## src/rtl/vu_pkg.sv

```systemverilog
// Shared definitions for the VU level meter: magnitude width, peak FSM encoding
// and the saturating arithmetic helpers used by the level and peak paths.
package vu_pkg;

  localparam int              MAG_W   = 7;
  localparam logic [MAG_W-1:0] MAG_MAX = 7'd127;

  typedef logic [1:0] peak_state_t;
  localparam peak_state_t ST_IDLE = 2'd0;
  localparam peak_state_t ST_HOLD = 2'd1;
  localparam peak_state_t ST_FALL = 2'd2;

  // Offset-binary sample to magnitude; only 8'h00 (distance 128) saturates.
  function automatic logic [MAG_W-1:0] sample_mag(input logic [7:0] s);
    logic [7:0] m;
    m = s[7] ? (s - 8'h80) : (8'h80 - s);
    return (m > {1'b0, MAG_MAX}) ? MAG_MAX : m[MAG_W-1:0];
  endfunction

  function automatic logic [MAG_W-1:0] sub_floor(input logic [MAG_W-1:0] a,
                                                 input logic [7:0]       b);
    return ({1'b0, a} < b) ? '0 : (a - b[MAG_W-1:0]);
  endfunction

endpackage

```

## src/rtl/vu_tick_gen.sv

```systemverilog
// Free-running divider: tick_o is high for the single cycle in which the
// counter sits at DIV-1, after which it wraps to zero.
module vu_tick_gen #(
  parameter int DIV = 1000000
) (
  input  logic clk,
  input  logic rst,
  output logic tick_o
);

  localparam int CW = $clog2(DIV);

  logic [CW-1:0] cnt_q;

  assign tick_o = (cnt_q == CW'(DIV - 1));

  // NOTE: sequential state is assigned with <= so every register samples
  // pre-edge values regardless of statement order.
  always_ff @(posedge clk or posedge rst) begin
    if (rst)         cnt_q <= '0;
    else if (tick_o) cnt_q <= '0;
    else             cnt_q <= cnt_q + 1'b1;
  end

endmodule

```

## src/rtl/vu_level_meter.sv

```systemverilog
// VU meter: fast-attack/slow-decay level, peak-hold marker and LED bar driven
// from the 1-cycle sample strobe of the UART receiver.
module vu_level_meter
  import vu_pkg::*;
#(
  parameter int LEDS       = 8,
  parameter int DECAY_DIV  = 1000000,
  parameter int DECAY_STEP = 1,
  parameter int HOLD_TICKS = 50,
  parameter int PEAK_STEP  = 2
) (
  input  logic             clk,
  input  logic             rst,
  input  logic [7:0]       data,
  input  logic             data_valid,
  output logic [LEDS-1:0]  leds,
  output logic [MAG_W-1:0] level,
  output logic [MAG_W-1:0] peak,
  output logic             clip
);

  localparam int STEP = 128 / LEDS;
  localparam int HW   = (HOLD_TICKS > 1) ? $clog2(HOLD_TICKS) : 1;

  logic             tick;
  logic [MAG_W-1:0] mag;
  logic [MAG_W-1:0] level_q, level_d;
  logic [MAG_W-1:0] peak_q, peak_d, peak_raw, fall_val;
  logic [HW-1:0]    hold_q, hold_d;
  peak_state_t      state_q, state_d;
  logic             clip_q, clip_d;
  logic [LEDS-1:0]  bar, dot;

  vu_tick_gen #(.DIV(DECAY_DIV)) u_tick (
    .clk    (clk),
    .rst    (rst),
    .tick_o (tick)
  );

  assign mag    = sample_mag(data);
  assign clip_d = data_valid && (mag == MAG_MAX);

  // NOTE: every always_comb output gets a default first, so no path leaves a
  // signal unassigned and no latch is inferred.
  always_comb begin
    level_d = level_q;
    if (data_valid && (mag > level_q)) level_d = mag;
    else if (tick)                     level_d = sub_floor(level_q, 8'(DECAY_STEP));
  end

  always_comb begin
    state_d  = state_q;
    hold_d   = hold_q;
    peak_raw = peak_q;
    fall_val = sub_floor(peak_q, 8'(PEAK_STEP));
    if (data_valid && (mag >= peak_q) && (mag != '0)) begin
      peak_raw = mag;
      hold_d   = '0;
      state_d  = ST_HOLD;
    end else begin
      case (state_q)
        ST_HOLD: begin
          if (tick) begin
            if (hold_q == HW'(HOLD_TICKS - 1)) state_d = ST_FALL;
            else                               hold_d  = hold_q + 1'b1;
          end
        end
        ST_FALL: begin
          if (tick) begin
            peak_raw = fall_val;
            if (fall_val == '0) state_d = ST_IDLE;
          end
        end
        default: begin
          peak_raw = '0;
          state_d  = ST_IDLE;
        end
      endcase
    end
    // The marker may never sit below the bar; raising it here leaves the state alone.
    peak_d = (peak_raw < level_d) ? level_d : peak_raw;
  end

  always_ff @(posedge clk or posedge rst) begin
    if (rst) begin
      level_q <= '0;
      peak_q  <= '0;
      hold_q  <= '0;
      state_q <= ST_IDLE;
      clip_q  <= 1'b0;
    end else begin
      level_q <= level_d;
      peak_q  <= peak_d;
      hold_q  <= hold_d;
      state_q <= state_d;
      clip_q  <= clip_d;
    end
  end

  always_comb begin
    bar = '0;
    dot = '0;
    for (int i = 0; i < LEDS; i++) begin
      bar[i] = (level_q > MAG_W'(i * STEP));
      if (peak_q > MAG_W'(i * STEP)) begin
        dot    = '0;
        dot[i] = 1'b1;
      end
    end
  end

  assign leds  = bar | dot;
  assign level = level_q;
  assign peak  = peak_q;
  assign clip  = clip_q;

endmodule

```

## config.mk

```make
export PLATFORM = sky130hd
export DESIGN_NAME = vu_level_meter
export DESIGN_NICKNAME = d
export VERILOG_FILES = /design/src/rtl/vu_pkg.sv /design/src/rtl/vu_tick_gen.sv /design/src/rtl/vu_level_meter.sv
export SDC_FILE = /design/constraint.sdc
export NUM_CORES = 1
export LEC_CHECK = 0
export ABC_CLOCK_PERIOD_IN_PS = 4710
export BUFFER_PORTS_ARGS = -buffer_cell sky130_fd_sc_hd__buf_2
export CAP_MARGIN = 10
export CORE_MARGIN = 8
export CORE_UTILIZATION = 55
export CTS_CLUSTER_SIZE = 20
export DETAILED_ROUTE_END_ITERATION = 10
export GPL_TIMING_DRIVEN = 0
export PLACE_DENSITY = 0.75
export RECOVER_POWER = 25
export SLEW_MARGIN = 0
export SYNTH_ARGS = -nofsm -noshare
export SYNTH_HDL_FRONTEND = slang
export SYNTH_SLANG_ARGS = --single-unit
export TNS_END_PERCENT = 50
```

## constraint.sdc

```tcl
create_clock -name clk -period 4.71 [get_ports clk]
set_input_delay 0.471 -clock clk [delete_from_list [all_inputs] [get_ports clk]]
set_output_delay 0.471 -clock clk [all_outputs]
set_load 0.005 [all_outputs]
```

==> summary.txt <==
Status
  – Status: complete, but fails checks
  – Failing checks: max-capacitance violations, max-slew violations

Timing
  – Fin Setup TNS: 0 ns
  – Period utilisation layout: a little over nine tenths
  – Endpoints failing hold: 0
  – Max-slew headroom: -23.4%
  – Worst Skew: 0.0127 ns
  – Slew Viols, Final: 34
  – Slew of the pin with the lowest slew margin: 1.85 ns
  – Final min period: 4.58 ns
  – Final setup violation count: 0
  – Fmax: 218 MHz
  – Hold WS: 0.124 ns

Layout
  – Ratio of cells with drive above 1 in the final layout: 18.6%
  – NumNets Final: 486
  – Non-Filler Instances: 523
  – Antenna Cells: 0
  – Final Core Density: 64.0%
  – Layout area overhead: 15.4%

Clock network
  – H-tree depth: 2
  – CTS tree: done
  – Clock Tree Root: clkbuf_8
  – Clk buf depth: 2
  – Hold_buf cts: 0
  – Clock Pin Slew Worst Setup and Hold Paths: 0.10 ns
  – CTS Buf Count: 5
  – Clk sinks: 43
  – Skew-Pair Late Insertion Delay: 0.31 ns

Die
  – Io pins: 34
  – Core Region: 6200 µm²
  – Die H: 95.1 µm
  – Die W: around 95 µm
  – Initial Util: 55.4%
  – Rows: 29
  – Total die area: 9040 µm²

Global route
  – Total gr overflow: 0
  – Initial antenna violation count: 0
  – Busiest grt layer: met2
  – Number of global-route vias before repair: roughly 3,200
  – M2 GR Usage: 34.8%
  – Largest net degree at the start of global routing: 34
  – GRT met3 Usage: 3.62%
  – Total Routing Usage GR: 20.3%
  – First-pass GRT wire length: around 15,000 µm
  – GRT met1 Usage: 25.0%

Route
  – Routed via count: 3,223
  – Final wirelength: 8960 µm
  – Average routed wire per standard cell: between 15 and 20 µm
  – Drt pass-1 iters: 5
  – Drt initial violations: between 200 and 250
  – Remaining DRCs: 0
  – Antenna Nets Post-Route: 0
  – Via density: 6.16

Logic synthesis
  – Mean post-synth cell area: between 8 and 9 µm²
  – Async S/R FF share, synth: 100%
  – Top FF cell, synth: dfrtp_1
  – Post-Syn Nets: approximately 440
  – Top cells by area, synth: dfrtp_1 31%, ha_1 11%, xnor2_1 4.1%
  – Synth Instances: about 400
  – Synth cell count leaders: 43 x dfrtp_1, 34 x inv_1, 34 x nor2_1
  – YS warnings: 0
  – Post-synth top area cell: dfrtp_1
  – Mapped cell area: 3440 µm²
  – Cell with the most instances after synthesis: dfrtp_1
  – Synth top area share: 31.3%
  – #FFs+latches synth: 43
  – Post-synth EDFFs: 0
  – Netlist cell types: 60
  – Register area share after synthesis: 31.3%

Setup path
  – R2r endpoint: peak[3]
  – Crit path DAT: 4.80 ns
  – Reg-to-reg startpoint: u_tick.cnt_q[6]
  – Critical path class: input pin to flip-flop
  – Worst path buffer plus inverter count: 5
  – Most common cell on crit path: ha_1
  – Slowest Stage Delay on Critical Path: 0.55 ns
  – Crit Path Max Fanout: 10
  – Crit-path cells: buf_2 > or4_4 > or3_4 > and2_2 > ha_1 > nor3b_2 > o21a_1 > o21ai_1 > o311a_1 > clkbuf_4 > buf_4 > a22oi_2 > inv_1 > ha_1 > a21o_1 > a211oi_2 > o211ai_2 > o21ai_4 > buf_12 > mux2i_2
  – Setup slack, reg-to-reg: 0.49 ns
  – Slowest stage cell, crit path: or4_4
  – Worst setup SP type: input pin
  – R2r worst-path depth: 15
  – Top delay family on crit path: compound AO/OA/AOI/OAI gates
  – CP endpoint kind: flip-flop
  – Required time of the critical path: 4.93 ns

Power and ir drop
  – Combinational share of power: 61.1%
  – Power Internal: 1.15 mW
  – Clock Power Share: approximately 15%
  – Seq pwr share: 24.4%
  – Leak: about 1.9 nW
  – Sw frac: between 40% and 50%
  – Switching power: around 0.95 mW
  – Pwr dens: 530 nW/µm²
  – VDD IR max: 0.230 mV
  – Pwr Total: between 2 and 2.5 mW

Placement
  – Post-placement cell count: 508
  – Port Buffer Count: 32
  – HPWL Detailed: 6570 µm
  – Routability cong.: 0.906

Run
  – Max Cap Viol: 1

Min path
  – Worst hold path class: input pin to async pin
-- worst max path at each step --
stage | startpoint | endpoint | slack (ns) | depth (start not counted)
floorplan | data[0] | peak[0] | 0.02 | 19
global placement | data[0] | peak[0] | -0.77 | 20
detailed placement | data[0] | peak[0] | -0.89 | 20
CTS | data[0] | peak[3] | 0.006 | 20
global route | data[0] | peak[3] | -0.05 | 20
finish | data[3] | peak[3] | 0.13 | 20
-- through the flow --
stage	setup WS, ns	instance area, µm²
finish	0.128	3970
global route	-0.0462	3970
CTS	0.00631	3880
detailed placement	-0.892	3710
global placement	-0.767	3690
floorplan	0.0201	3440
-- layout make-up --
class	instances	area, µm²
plain buffers	19	93.8
clock buffers	5	68.8
clock inverters	3	46.3
fillers	526	2240
inverters	34	128
multi-input cells	301	2220
flip-flops and latches	43	1080
well taps	77	96.3
repair buffers	41	236
-- registers in the layout (all words and copies together) (netlist names) --
| name | flops |
|---|---|
| clip | 1 |
| peak | 7 |
| state_q | 2 |
| hold_q | 6 |
| level | 7 |
| u_tick.cnt_q | 20 |
-- power by group through the flow --
stage / clock (mW) / sequential, mW / combinational [mW]
finish: 0.306 / 0.512 / 1.28
global placement: 0 / 0.517 / 1.11
detailed placement: 0 / 0.519 / 1.14
CTS: 0.308 / 0.512 / 1.22
global route: 0.324 / 0.523 / 1.42
floorplan: 0 / 0.508 / 0.813
-- logic make-up after synthesis --
family | synth area share [%]
xor+xnor | 7.13
compound gates | 16.9
fa+ha+maj | 10.9
flops | 31.3
mux | 5.71
buf+inv | 6.37
simple gates | 21.7
-- placed cells by master (no fill, tap or decap), types with 3 or more instances in the layout --
| master | synthesis | routed |
|---|---|---|
| o21a_1 | 3 | 3 |
| nand2b_1 | 4 | 4 |
| mux2i_2 | 1 | 3 |
| or3_1 | 5 | 4 |
| clkbuf_1 | 12 | 13 |
| buf_4 | 1 | 9 |
| nor3_1 | 7 | 7 |
| ha_1 | 30 | 29 |
| inv_1 | 34 | 34 |
| xor2_1 | 12 | 12 |
| nor2b_1 | 4 | 4 |
| dfrtp_1 | 43 | 43 |
| o2111ai_1 | 3 | 3 |
| a32o_1 | 3 | 3 |
| xnor2_1 | 16 | 16 |
| and2_1 | 7 | 5 |
| nand2_1 | 28 | 27 |
| clkbuf_8 | 0 | 5 |
| or4_1 | 5 | 4 |
| nor2_1 | 34 | 33 |
| a31oi_1 | 3 | 3 |
| nand3_1 | 13 | 13 |
| o31ai_1 | 4 | 3 |
| a21oi_1 | 18 | 18 |
| o21ai_0 | 19 | 18 |
| mux2i_1 | 13 | 11 |
| nand4_1 | 11 | 11 |
| nor4_1 | 4 | 4 |
| and3_1 | 9 | 9 |
| buf_2 | 4 | 35 |
| a21o_1 | 4 | 4 |
-- what timing repair did --
item | CTS | global route
gates cloned | 0 | 0
gates resized for setup | 11 | 14
endpoints found under the setup margin | 7 | 7
pin swaps | 1 | 6
setup buffers | 2 | 6
-- layer usage --
metal	up-vias	part of all wire, %
li1	1522	-
met1	1529	42
met2	148	50
met3	24	6.2
met4	0	1.9
met5	-	0
-- worst register-to-register path: stages (launching register included) --
cell and delay, ns:
dfrtp_1 0.44, or4b_4 0.57, nor4_4 0.49, and2_1 0.21
buf_6 0.13, buf_4 0.18, nand2_1 0.09, xnor2_1 0.18
a2bb2oi_2 0.28, ha_1 0.29, a211o_1 0.32, a211oi_2 0.23
o211ai_2 0.14, o21ai_4 0.22, buf_12 0.14, mux2i_2 0.23
Power figures use the tool's default switching activity.
